File: src/rtl/credit_register.sv
// Credit store for a vending controller: coin accumulate, load, purchase,
// and a refund handshake that holds the full balance until acknowledged.
module credit_register #(
  parameter int WIDTH      = 9,
  parameter int MAX_CREDIT = 500
) (
  input  logic             Clk,
  input  logic             Clr,
  input  logic             Load,
  input  logic [WIDTH-1:0] D,
  input  logic             Add,
  input  logic [WIDTH-1:0] Coin,
  input  logic             Buy,
  input  logic [WIDTH-1:0] Price,
  input  logic             Cancel,
  input  logic             Ret_ack,
  output logic [WIDTH-1:0] Q,
  output logic             Busy,
  output logic             Vend_ok,
  output logic             Nsf,
  output logic             Sat,
  output logic             Ret_req,
  output logic [WIDTH-1:0] Ret_amt
);

  localparam logic [WIDTH:0]   MAX_W = (WIDTH+1)'(MAX_CREDIT);
  localparam logic [WIDTH-1:0] MAX_Q = WIDTH'(MAX_CREDIT);

  typedef enum logic {IDLE, RETURN} state_t;

  state_t         state;
  logic [WIDTH:0] sum;
  logic [WIDTH:0] dw;

  // One extra bit so Q + Coin can never wrap before the clip.
  always_comb begin
    sum = {1'b0, Q} + {1'b0, Coin};
    dw  = {1'b0, D};
  end

  always_ff @(posedge Clk or posedge Clr) begin
    if (Clr) begin
      state   <= IDLE;
      Q       <= '0;
      Ret_amt <= '0;
      Ret_req <= 1'b0;
      Busy    <= 1'b0;
      Vend_ok <= 1'b0;
      Nsf     <= 1'b0;
      Sat     <= 1'b0;
    end else begin
      Vend_ok <= 1'b0;
      Nsf     <= 1'b0;
      Sat     <= 1'b0;
      unique case (state)
        IDLE: begin
          if (Cancel) begin
            if (Q != '0) begin
              Ret_amt <= Q;
              Q       <= '0;
              Ret_req <= 1'b1;
              Busy    <= 1'b1;
              state   <= RETURN;
            end
          end else if (Buy) begin
            if (Q >= Price) begin
              Q       <= Q - Price;
              Vend_ok <= 1'b1;
            end else begin
              Nsf <= 1'b1;
            end
          end else if (Load) begin
            if (dw > MAX_W) begin
              Q   <= MAX_Q;
              Sat <= 1'b1;
            end else begin
              Q <= D;
            end
          end else if (Add) begin
            if (sum > MAX_W) begin
              Q   <= MAX_Q;
              Sat <= 1'b1;
            end else begin
              Q <= sum[WIDTH-1:0];
            end
          end
        end
        RETURN: begin
          if (Ret_ack) begin
            Ret_req <= 1'b0;
            Ret_amt <= '0;
            Busy    <= 1'b0;
            state   <= IDLE;
          end
        end
        default: state <= IDLE;
      endcase
    end
  end

endmodule

File: config.mk
export PLATFORM = sky130hd
export DESIGN_NAME = credit_register
export DESIGN_NICKNAME = d
export VERILOG_FILES = /design/src/rtl/credit_register.sv
export SDC_FILE = /design/constraint.sdc
export NUM_CORES = 1
export LEC_CHECK = 0
export BUFFER_PORTS_ARGS = -buffer_cell sky130_fd_sc_hd__clkbuf_2
export CORE_MARGIN = 4
export CORE_UTILIZATION = 55
export CTS_BUF_LIST = sky130_fd_sc_hd__clkbuf_8
export CTS_CLUSTER_DIAMETER = 150
export DETAILED_ROUTE_END_ITERATION = 8
export PLACE_DENSITY = 0.85
export SYNTH_ARGS = -nofsm -noshare
export SYNTH_HDL_FRONTEND = slang
export SYNTH_SLANG_ARGS = --single-unit
File: constraint.sdc
create_clock -name Clk -period 2.7 [get_ports Clk]
set_input_delay 0.135 -clock Clk [delete_from_list [all_inputs] [get_ports Clk]]
set_output_delay 0.135 -clock Clk [all_outputs]
set_load 0.05 [all_outputs]
* Yosys cells after proc, flatten, opt, wreduce, memory -nomap -nowiden
Cells that the tools add are included.
** Storage, ports and cells
- Input bits :: 34
- Word-level logic and storage cells :: 57
- Register bits after elaboration :: 23
** Cells by class
- Bitwise logic cells :: 1
- Equality and inequality tests :: 5
- Muxes and demuxes :: 35
- $lt $le $gt $ge :: 3
- Add/subtract/negate cells :: 2
- Reductions and logical operators :: 4
** Operators with widths (number)
- 9-bit 2-to-1 mux :: 11
- 1-bit 2-to-1 mux :: 21
- 9-bit case mux with 2 select lines :: 1
- 9-bit by 9-bit adder with 10-bit output :: 1
- 10-bit by 9-bit greater-than comparator with 1-bit output (second input constant) :: 1
- 9-bit greater-or-equal comparator :: 1
- 9-bit greater-than comparator (second input constant) :: 1
- 9-bit nonzero test :: 1
- 9-bit subtractor :: 1
- 2-bit != test (second input constant) :: 3
- 1-bit case mux with 2 select lines :: 2
- 4-bit AND reduction :: 1
- 4-bit nonzero test :: 1
- 3-bit by 1-bit != test with 1-bit output (second input constant) :: 1
- 3-bit AND reduction :: 1
- 2-bit by 1-bit != test with 1-bit output (second input constant) :: 1
- 1-bit NOT :: 1

* Logic depth before layout (Yosys ltp)
Gate-level depths: netlist of the first run.
- Depth in word-level cells :: 8
- Gate-level depth with buffers :: 10
- Depth with buffers taken out :: 10

* Worst setup path before layout of the first run
No wires, ideal clock.
- Path kind :: register -> register
- Start point :: register Q[1]
- End point :: register Q[3]
- Setup slack :: -17 ps
- Library setup time :: 104 ps
- Cell stages (with the launch flop) :: 8
- Clock period less this slack :: 2717 ps
- Buffers on the path :: 0
- Required time :: 2596 ps
- Arrival time :: 2613 ps
- Cells stage by stage :: dfrtp_1 ha_1 a211o_1 and3_1 or2_1 a221oi_1 or4b_1 o311ai_1
** Between the ends
- Word-level cells in the longest chain between the ends :: 7
- Elaborated cells on any way between the ends :: 14
** Ends and longest elaborated chain
- from (decl) :: RTL line 17 : output logic [WIDTH-1:0] Q,
- from (signal assigned) :: RTL line 67 : Q <= Q - Price;
- from (signal assigned) :: RTL line 84 : Q <= sum[WIDTH-1:0];
- 9-bit by 9-bit adder with 10-bit output :: RTL line 37 : sum = {1'b0, Q} + {1'b0, Coin};
- 10-bit by 9-bit greater-than comparator with 1-bit output :: RTL line 80 : if (sum > MAX_W) begin
- 9-bit 2-to-1 mux :: RTL line 80
- 9-bit 2-to-1 mux :: RTL line 79 : end else if (Add) begin
- 9-bit 2-to-1 mux :: RTL line 72 : end else if (Load) begin
- 9-bit 2-to-1 mux :: RTL line 65 : end else if (Buy) begin
- 9-bit 2-to-1 mux :: RTL line 57 : if (Cancel) begin
Parallel ways exist; a longest one is shown, timed or not. The select of a mux whose other input is x is not followed.
A chain may end at the register's enable or synchronous reset.

* Worst setup path after layout of the first run
- Start point :: register Q[0]
- End point :: register Q[0]
The elaborated chain is that of the path after synthesis.

==> results.sh, run 1 <==
export IMPL_cts_tree="done"
export IMPL_yosysSeqAreaShare=0.2623
export IMPL_finalSetupTns_ns=0
export IMPL_vias_per_cell=6.555
export IMPL_rows=22
export IMPL_critPathKind="reg -> reg"
export IMPL_max_freq_mhz=382.2
export IMPL_p_leak_nw=1.287
export IMPL_fin_area_um2=2615
export IMPL_numPortBuffers=56
export IMPL_worstPathArrival_ns=2.78
export IMPL_grt_pass1_wl_mm=10.72
export IMPL_grtUsageTotal=0.2580
export IMPL_final_setup_skew_ns=0.004045
export IMPL_coreArea_um2=3771
export IMPL_drt_total_wl_mm=6.413
export IMPL_antenna_found_initial=0
export IMPL_timing_final_crit_share=0.9691
export IMPL_grt_pass1_vias=2308
export IMPL_place_hpwl_mm=5.085
export IMPL_drive_gt1_frac=0.2484
export IMPL_cp_max_fo=5
export IMPL_root_buffer="clkbuf_8"
export IMPL_fp_dieW_um=71.17
export IMPL_hold_path_class="in -> async"
export IMPL_cts_hold_buf=0
export IMPL_syn_inst=262
export IMPL_yosys_area_top_type_share=0.2623
export IMPL_synth_cell_area_um2=2195
export IMPL_yosys_warnings=0
export IMPL_synth_async_reset_ratio=1.000
export IMPL_dpl_instance_area_um2=2537
export IMPL_dieArea_um2=5064
export IMPL_setup_viol=0
export IMPL_initial_core_util=0.5820
export IMPL_mostFrequentLayoutCells="clkbuf_2, dfrtp_1, inv_1, nor2_1, ha_1"
export IMPL_io_pins=57
export IMPL_synth_edf_count=0
export IMPL_clk_latency_ns=0.27
export IMPL_grt_max_degree=24
export IMPL_drc_errors=0
export IMPL_vias=2399
export IMPL_die_y_um=71.17
export IMPL_gp_congestion=0.9241
export IMPL_whs_ns=0.01646
export IMPL_required_ns=2.86
export IMPL_cts_htree_levels=1
export IMPL_antenna_cells=0
export IMPL_grt_overflow=0
export IMPL_nets=373
export IMPL_fin_crit_ns=2.617
export IMPL_yosysUniqueCellTypes=56
export IMPL_layout_commonest_cell="clkbuf_2"
export IMPL_tightest_slew_ns=0.8654
export IMPL_synth_area_per_cell_um2=8.376
export IMPL_synth_area_leaders="dfrtp_1, ha_1, a21oi_1"
export IMPL_cap_violations=0
export IMPL_ff_latch_area_um2=576.8
export IMPL_clkSinkCount=23
export IMPL_status="complete, no violations"
export IMPL_cts_resized=0
export IMPL_worst_setup_path_end_kind="flop"
export IMPL_crit_path_start_kind="flop"
export IMPL_synth_flop_cell="dfrtp_1"
export IMPL_area_growth_pct=19.16
export IMPL_reg2reg_from="Q[0]$_DFFE_PP0P_"
export IMPL_drt_iter0_drc=372
export IMPL_slew_viol_final=0
export IMPL_wl_per_cell_um=17.52
export IMPL_clk_pin_slew_ns=0.09
export IMPL_multi_input_area_um2=1525
export IMPL_pwr_density_cell_nw_per_um2=1203
export IMPL_crit_start="Q[0]$_DFFE_PP0P_"
export IMPL_antenna_left=0
export IMPL_rsz0062_at_grt="true"
export IMPL_hold_violations=0
export IMPL_synth_top_area_cell="dfrtp_1"
export IMPL_first_pass_iters=5
export IMPL_relSlewSlack=0.4224
export IMPL_synth_nets=316
export IMPL_numCtsBuffers=3
export IMPL_post_cts_repair_setup_buffers=0
export IMPL_ff2ff_setup_slack_ns=0.08
export IMPL_fillers=310
export IMPL_cts_path_max_buffers=2
export IMPL_ys_seq_elements=23
export IMPL_peakVddDrop_mv=0.6070
per-stage QoR:
stage | cells | utilization | setup slack, ns | power [mW]
2_1_floorplan | 262 | - | 0.03683 | 2.298
3_3_place_gp | 362 | 0.6729 | 0.2227 | 2.795
3_5_place_dp | 362 | 0.6729 | 0.1190 | 2.838
4_1_cts | 366 | 0.6848 | 0.09993 | 3.058
5_1_grt | 366 | 0.6934 | -0.01039 | 3.365
6_report | 366 | 0.6934 | 0.08341 | 3.147
sequential cells by signal (all words and copies together) (netlist names):
register and flops:
Sat 1, state 1, Vend_ok 1, Ret_amt 9
Ret_req 1, Q 9, Nsf 1
metal layers:
layer	vias to the layer above	global-route usage	share of wire
met5	-	0	0
met4	0	0.07933	0.024
met3	24	0.02983	0.10
met2	144	0.4286	0.45
met1	1109	0.3497	0.42
li1	1122	-	-
worst paths after layout:
check	endpoint	cells past startpoint
max	Q[0]$_DFFE_PP0P_	8
min	Ret_amt[0]$_DFFE_PP0P_	2
max reg2reg	Q[0]$_DFFE_PP0P_	8
min reg2reg	Ret_amt[0]$_DFFE_PP0P_	1
max in group asynchronous	Q[1]$_DFFE_PP0P_	2
min in group Clk	state$_DFF_PP0_	2
worst max-delay path, stage by stage, from the launching register on:
cell	delay, ns
dfrtp_1	0.40
ha_1	0.25
fa_1	0.45
a211oi_4	0.34
o21bai_2	0.21
nor3_1	0.08
o31a_1	0.24
and2_1	0.21
a221oi_1	0.33
cell families after synthesis:
logic type | Yosys count | share of synthesized area
xor+xnor | 9 | 0.03592
flops | 23 | 0.2623
mux | 2 | 0.009692
fa+ha+maj | 20 | 0.1209
buf+inv | 31 | 0.05758
compound gates | 96 | 0.3147
simple gates | 81 | 0.1990
final cells by class:
cell class              count  share of cell area
multi-input cells         208              0.5833
flip-flops and latches     23              0.2206
repair buffers             63              0.1273
inverters                  20             0.02871
well taps                  48             0.02297
clock buffers               3             0.01579
clock inverters             1            0.001435
report_power, final:
group / total [mW] / internal [mW] / switching, mW
sequential: 0.652 / 0.481 / 0.170
combinational: 2.28 / 0.805 / 1.47
clock: 0.219 / 0.102 / 0.117
Yosys cell counts (6+ instances only):
| cell | instances |
|---|---|
| dfrtp_1 | 23 |
| a22o_1 | 8 |
| nor2_1 | 19 |
| nand3_1 | 9 |
| ha_1 | 18 |
| clkbuf_1 | 6 |
| inv_1 | 20 |
| or3_1 | 6 |
| a21o_1 | 6 |
| nand2_1 | 12 |
| o21ai_0 | 15 |
| a21oi_1 | 15 |
No activity file was read; power rests on OpenSTA's default activity.
==> inputs of run 2 (changes only) <==
--- a/config.mk
+++ b/config.mk
@@ -5,13 +5,14 @@
 export SDC_FILE = /design/constraint.sdc
 export NUM_CORES = 1
 export LEC_CHECK = 0
+export ABC_AREA = 1
 export BUFFER_PORTS_ARGS = -buffer_cell sky130_fd_sc_hd__clkbuf_2
 export CORE_MARGIN = 4
-export CORE_UTILIZATION = 55
+export CORE_UTILIZATION = 56
 export CTS_BUF_LIST = sky130_fd_sc_hd__clkbuf_8
 export CTS_CLUSTER_DIAMETER = 150
 export DETAILED_ROUTE_END_ITERATION = 8
-export PLACE_DENSITY = 0.85
+export PLACE_DENSITY = 0.86
 export SYNTH_ARGS = -nofsm -noshare
 export SYNTH_HDL_FRONTEND = slang
 export SYNTH_SLANG_ARGS = --single-unit
==> run 2 against run 1 <==
Effect of this change: count of clock-buffer cells in the layout is the same; clock skew is 0.0021 ns lower; non-clock buffer count is 6 lower; via count grew 0.50%; worst setup slack improved by 0.26 ns; routed wire length down 11%; highest routed layer unchanged.
==> results.sh, run 2 <==
export IMPL_status="complete, no violations"
export IMPL_area_growth_pct=15.35
export IMPL_setup_slack_ns=0.3454
export IMPL_rsz0062_at_grt="false"
export IMPL_first_pass_iters=5
export IMPL_antenna_cells=0
export IMPL_cts_tree="done"
export IMPL_max_freq_mhz=424.7
export IMPL_critPathMaxStageDelay_ns=0.42
export IMPL_coreArea_um2=3771
export IMPL_wl_met1_mm=2.555
export IMPL_synth_top_area_cell="dfrtp_1"
export IMPL_place_hpwl_mm=4.745
export IMPL_fp_dieW_um=71.51
export IMPL_initial_core_util=0.5989
export IMPL_drt_iter0_drc=202
export IMPL_path_cells="inv_1, ha_1, inv_1, fa_1, a21oi_1, nor2_1, nor2_2, nor2_1, nor2_1, nand2_1, a21oi_1, o21ai_0, nand2_1, nor2_1, nand2_1, nand2_1"
export IMPL_synth_most_common_cell="nand2_1"
export IMPL_cp_max_fo=4
export IMPL_io_pins=57
export IMPL_nets=464
export IMPL_hold_violations=0
export IMPL_clk_pin_slew_ns=0.08
export IMPL_grt_max_degree=24
export IMPL_p_leak_nw=1.567
export IMPL_yosys_warnings=0
export IMPL_clkSinkCount=23
export IMPL_finalSetupTns_ns=0
export IMPL_grtUsageTotal=0.2309
export IMPL_yosysSeqAreaShare=0.2548
export IMPL_worstPathArrival_ns=2.52
export IMPL_fin_crit_ns=2.355
export IMPL_setup_viol=0
export IMPL_root_buffer="clkbuf_8"
export IMPL_cap_violations=0
export IMPL_cts_path_max_buffers=2
export IMPL_antenna_left=0
export IMPL_tightest_slew_ns=0.8497
export IMPL_required_ns=2.86
export IMPL_top_layer="met4"
export IMPL_wl_met3_um=395
export IMPL_yosysUniqueCellTypes=30
export IMPL_vias_per_cell=5.276
export IMPL_synth_edf_count=0
export IMPL_pwr_density_cell_nw_per_um2=1134
export IMPL_crit_path_start_kind="flop"
export IMPL_layout_commonest_cell="nand2_1"
export IMPL_relSlewSlack=0.4329
export IMPL_antenna_found_initial=0
export IMPL_yosys_area_top_type_share=0.2548
export IMPL_synth_nets=410
export IMPL_mostFrequentLayoutCells="nand2_1, clkbuf_2, inv_1, nor2_1, nand3_1"
export IMPL_synth_flop_cell="dfrtp_1"
export IMPL_post_place_ws_ns=0.2879
export IMPL_reg_top3="Q x9, Ret_amt x9"
export IMPL_peakVddDrop_mv=0.5308
export IMPL_slew_viol_final=0
export IMPL_dieArea_um2=5113
export IMPL_met2_length_mm=2.603
export IMPL_cts_htree_levels=1
export IMPL_numCtsBuffers=3
export IMPL_grt_overflow=0
export IMPL_vias=2411
export IMPL_die_y_um=71.51
export IMPL_ys_seq_elements=23
export IMPL_wl_per_cell_um=12.45
export IMPL_synth_cell_area_um2=2258
export IMPL_drt_total_wl_mm=5.691
export IMPL_rows=22
export IMPL_synthTopCellsByCount="nand2_1, inv_1, nor2_1"
export IMPL_synth_area_per_cell_um2=6.344
export IMPL_numPortBuffers=56
export IMPL_synth_area_leaders="dfrtp_1, nand2_1, ha_1"
export IMPL_synth_async_reset_ratio=1.000
export IMPL_worst_setup_path_end_kind="flop"
export IMPL_grt_pass1_vias=2262
export IMPL_slowest_stage="dfrtp_1"
export IMPL_syn_inst=356
export IMPL_final_setup_skew_ns=0.001954
export IMPL_grt_pass1_wl_mm=9.708
export IMPL_drive_gt1_frac=0.1907
export IMPL_timing_final_crit_share=0.8721
export IMPL_clk_latency_ns=0.26
export IMPL_gp_congestion=0.9704
export IMPL_hold_path_class="in -> async"
export IMPL_critPathKind="reg -> reg"
export IMPL_drc_errors=0
## run 2: layout make-up
cell class | instances | area, µm²
multi-input cells | 271 | 1433
flip-flops and latches | 23 | 575.6
repair buffers | 57 | 287.8
clock buffers | 3 | 41.29
inverters | 54 | 202.7
fillers | 353 | 1166
well taps | 48 | 60.06
clock inverters | 1 | 5.005
## run 2: worst paths after layout
check                      depth (start not counted)                    from  slack [ns]                endpoint
max in group asynchronous                          2                     Clr        2.16  Ret_amt[2]$_DFFE_PP0P_
min in group Clk                                   2                 Ret_ack        0.06         state$_DFF_PP0_
setup reg to reg                                  16        Q[0]$_DFFE_PP0P_        0.35        Q[8]$_DFFE_PP0P_
hold reg to reg                                    2  Ret_amt[4]$_DFFE_PP0P_        0.51  Ret_amt[4]$_DFFE_PP0P_
hold / removal                                     2                     Clr        0.02  Ret_amt[8]$_DFFE_PP0P_
setup / recovery                                  16        Q[0]$_DFFE_PP0P_        0.35        Q[8]$_DFFE_PP0P_
## run 2: stage by stage
stage,utilization,std cells,total power [mW],hold WS [ns],area (µm²)
after floorplan,-,356,2.272,0.1369,2258
after global placement,0.6778,453,2.681,0.3226,2556
after detailed placement,0.6778,453,2.729,0.3272,2556
after CTS,0.6901,457,2.944,0.03885,2603
after global routing,0.6908,457,3.228,0.05321,2605
final,0.6908,457,2.954,0.01533,2605
## run 2: logic make-up (layout without fill, tap and decap cells)
kind of cell | count (synthesis) | after routing | synth area share
AOI/OAI and AO/OA | 40 | 40 | 0.09973
xor gates and xnor gates | 6 | 6 | 0.02327
adders and majority gates | 20 | 20 | 0.1175
buffers and inverters | 62 | 115 | 0.1119
DFF | 23 | 23 | 0.2548
and+or+nand+nor | 205 | 205 | 0.3928
## run 2: report_power, final
part	internal [mW]	total [mW]	switching (mW)
logic	0.617	2.10	1.48
clock network	0.103	0.212	0.109
registers	0.484	0.642	0.158
## run 2: timing repair
action	in CTS	in global routing
hold endpoints to repair	0	0
setup endpoints to repair	0	1
setup buffers	0	0
resized for setup	0	1
hold buffers	0	0
## run 2: per-layer routing
| metal | vias up | track usage |
|---|---|---|
| met1 | 1076 | 0.3110 |
| met5 | - | 0 |
| li1 | 1229 | - |
| met4 | 0 | 0.06472 |
| met3 | 18 | 0.02665 |
| met2 | 88 | 0.3898 |
## run 2: worst max-delay path: cells and delay by family (launching register included)
family / cells / cell delay, ns
DFF: 1 / 0.42
adders and majority gates: 2 / 0.58
AOI/OAI and AO/OA: 3 / 0.34
buffers and inverters: 2 / 0.22
and+or+nand+nor: 9 / 0.66
==> inputs of run 3 (changes only) <==
--- a/config.mk
+++ b/config.mk
@@ -7,6 +7,7 @@
 export LEC_CHECK = 0
 export ABC_AREA = 1
 export BUFFER_PORTS_ARGS = -buffer_cell sky130_fd_sc_hd__clkbuf_2
+export CAP_MARGIN = 20
 export CORE_MARGIN = 4
 export CORE_UTILIZATION = 56
 export CTS_BUF_LIST = sky130_fd_sc_hd__clkbuf_8
==> constraint.sdc (replaced) <==
create_clock -name Clk -period 2.4 [get_ports Clk]
set_input_delay 0.12 -clock Clk [delete_from_list [all_inputs] [get_ports Clk]]
set_output_delay 0.12 -clock Clk [all_outputs]
set_load 0.05 [all_outputs]
==> run 3 against run 2 <==
Effect of this change: global-route usage up 0.68 points; sequential power up 12%; fmax up 2.2%; cell count up 1.5%; routed wire length up 7.2%; clock power up 12%; critical path depth down 1; sequential share of layout area down 1.2 points; critical endpoint unchanged.
==> results.sh, run 3 (synthesis gave the netlist of run 2 again) <==
export IMPL_status="complete, no violations"
export IMPL_cap_violations=0
export IMPL_timing_final_crit_share=0.9596
export IMPL_first_pass_iters=4
export IMPL_ff2ff_setup_slack_ns=0.1
export IMPL_die_y_um=71.51
export IMPL_antenna_cells=0
export IMPL_instances_no_fill=464
export IMPL_cts_htree_levels=1
export IMPL_grt_pass1_vias=2201
export IMPL_clk_latency_ns=0.26
export IMPL_layout_commonest_cell="nand2_1"
export IMPL_critPathKind="reg -> reg"
export IMPL_slew_viol_final=0
export IMPL_cts_hold_buf=0
export IMPL_relSlewSlack=0.4125
export IMPL_coreArea_um2=3771
export IMPL_pwr_density_cell_nw_per_um2=1298
export IMPL_wl_per_cell_um=13.15
export IMPL_peakVddDrop_mv=0.6016
export IMPL_grt_pass1_wl_mm=9.887
export IMPL_rsz0062_at_grt="true"
export IMPL_dieArea_um2=5113
export IMPL_grtUsageTotal=0.2376
export IMPL_initial_core_util=0.5989
export IMPL_crit_path_start_kind="flop"
export IMPL_p_leak_nw=1.595
export IMPL_finalPower_mw=3.607
export IMPL_area_growth_pct=23.05
export IMPL_grt_max_degree=24
export IMPL_max_freq_mhz=434.2
export IMPL_cts_tree="done"
export IMPL_reg_top3="Q x9, Ret_amt x9"
export IMPL_drt_iter0_drc=181
export IMPL_clkSinkCount=23
export IMPL_fin_crit_ns=2.303
export IMPL_tightest_slew_ns=0.8802
export IMPL_drc_errors=0
export IMPL_finalSetupTns_ns=0
export IMPL_postLayoutCoreUtil=0.7369
export IMPL_antenna_left=0
export IMPL_fillers=346
export IMPL_io_pins=57
export IMPL_grt_overflow=0
export IMPL_place_hpwl_mm=4.831
export IMPL_drt_total_wl_mm=6.100
export IMPL_nets=471
export IMPL_hold_path_class="in -> async"
export IMPL_numCtsBuffers=3
export IMPL_place_inst=456
export IMPL_cp_max_fo=4
export IMPL_numPortBuffers=56
export IMPL_reg2reg_from="Q[0]$_DFFE_PP0P_"
export IMPL_mostFrequentLayoutCells="nand2_1, clkbuf_2, inv_1, nor2_1, nand3_1"
export IMPL_clk_pin_slew_ns=0.08
export IMPL_worst_setup_path_end_kind="flop"
export IMPL_rows=22
export IMPL_required_ns=2.56
export IMPL_hold_violations=0
export IMPL_vias=2494
export IMPL_antenna_found_initial=0
export IMPL_reg2reg_to="Q[8]$_DFFE_PP0P_"
export IMPL_reg2reg_depth=15
export IMPL_root_buffer="clkbuf_8"
export IMPL_vias_per_cell=5.375
export IMPL_final_setup_skew_ns=0.001862
export IMPL_setup_viol=0
export IMPL_worstPathArrival_ns=2.47
export IMPL_gp_congestion=0.9491
export IMPL_fp_dieW_um=71.51
export IMPL_cts_path_max_buffers=2
export IMPL_whs_ns=0.01451
export IMPL_drive_gt1_frac=0.2620
run 3: changes by cell type in the layout (fill, tap and decap cells not counted), moves of 4 or more:
cell	previous run	this run
dfrtp_2	0	4
nand2_2	4	8
nand2_1	121	117
ha_1	18	12
dfrtp_1	23	19
buf_4	1	6
run 3: worst max-delay path, stage by stage (launching register included):
cell and delay, ns:
dfrtp_2 0.45, ha_4 0.18, fa_2 0.40, nand2_2 0.09
nand2_4 0.07, nand3_2 0.09, nand3_1 0.09, nand2_2 0.12
nor2_4 0.05, nand3_1 0.10, nand2_2 0.11, buf_4 0.15
o22ai_1 0.11, nand2_1 0.08, nand2_1 0.07, nand2_1 0.04
run 3: layout make-up:
type / count / area (µm²) / share of cell area
multi-input cells: 272 / 1545 / 0.5561
clock buffers: 3 / 41.29 / 0.01486
well taps: 48 / 60.06 / 0.02161
clock inverters: 1 / 3.754 / 0.001351
repair buffers: 63 / 345.3 / 0.1243
inverters: 54 / 202.7 / 0.07294
flip-flops and latches: 23 / 580.6 / 0.2089
run 3: worst max-delay path by stage:
stage	from	end	slack, ns
after global routing	Q[0]$_DFFE_PP0P_	Q[1]$_DFFE_PP0P_	-0.06
final	Q[0]$_DFFE_PP0P_	Q[8]$_DFFE_PP0P_	0.1
after detailed placement	Q[0]$_DFFE_PP0P_	Q[8]$_DFFE_PP0P_	0.01
after floorplan	Q[0]$_DFFE_PP0P_	Q[3]$_DFFE_PP0P_	0.04
after CTS	Q[0]$_DFFE_PP0P_	Q[2]$_DFFE_PP0P_	0.04
after global placement	Q[0]$_DFFE_PP0P_	Q[8]$_DFFE_PP0P_	0.08
run 3: where the power goes:
group | switching, mW | internal, mW | leakage (nW)
clock network | 0.123 | 0.114 | 0.0269
registers | 0.171 | 0.550 | 0.295
logic | 1.79 | 0.854 | 1.27
total | 2.09 | 1.52 | 1.60
run 3: routing by layer:
metal	global-route usage	wire length, µm	vias to the layer above
met2	0.4061	2900	98
met4	0.04593	61	0
met3	0.02244	395	6
met5	0	0	-
li1	-	-	1248
met1	0.3281	2743	1142
run 3: through the flow:
step,setup WS (ns),instance area [µm²]
after CTS,0.04048,2639
after detailed placement,0.01318,2591
after global placement,0.07919,2591
after floorplan,0.03805,2258
final,0.09704,2779
after global routing,-0.05808,2779
run 3: timing repair:
item                                    in CTS  in global routing
endpoints found under the setup margin       1                 10
pin swaps                                    0                  8
setup buffers                                0                  3
cloned                                       0                  1
resized for setup                            1                 28
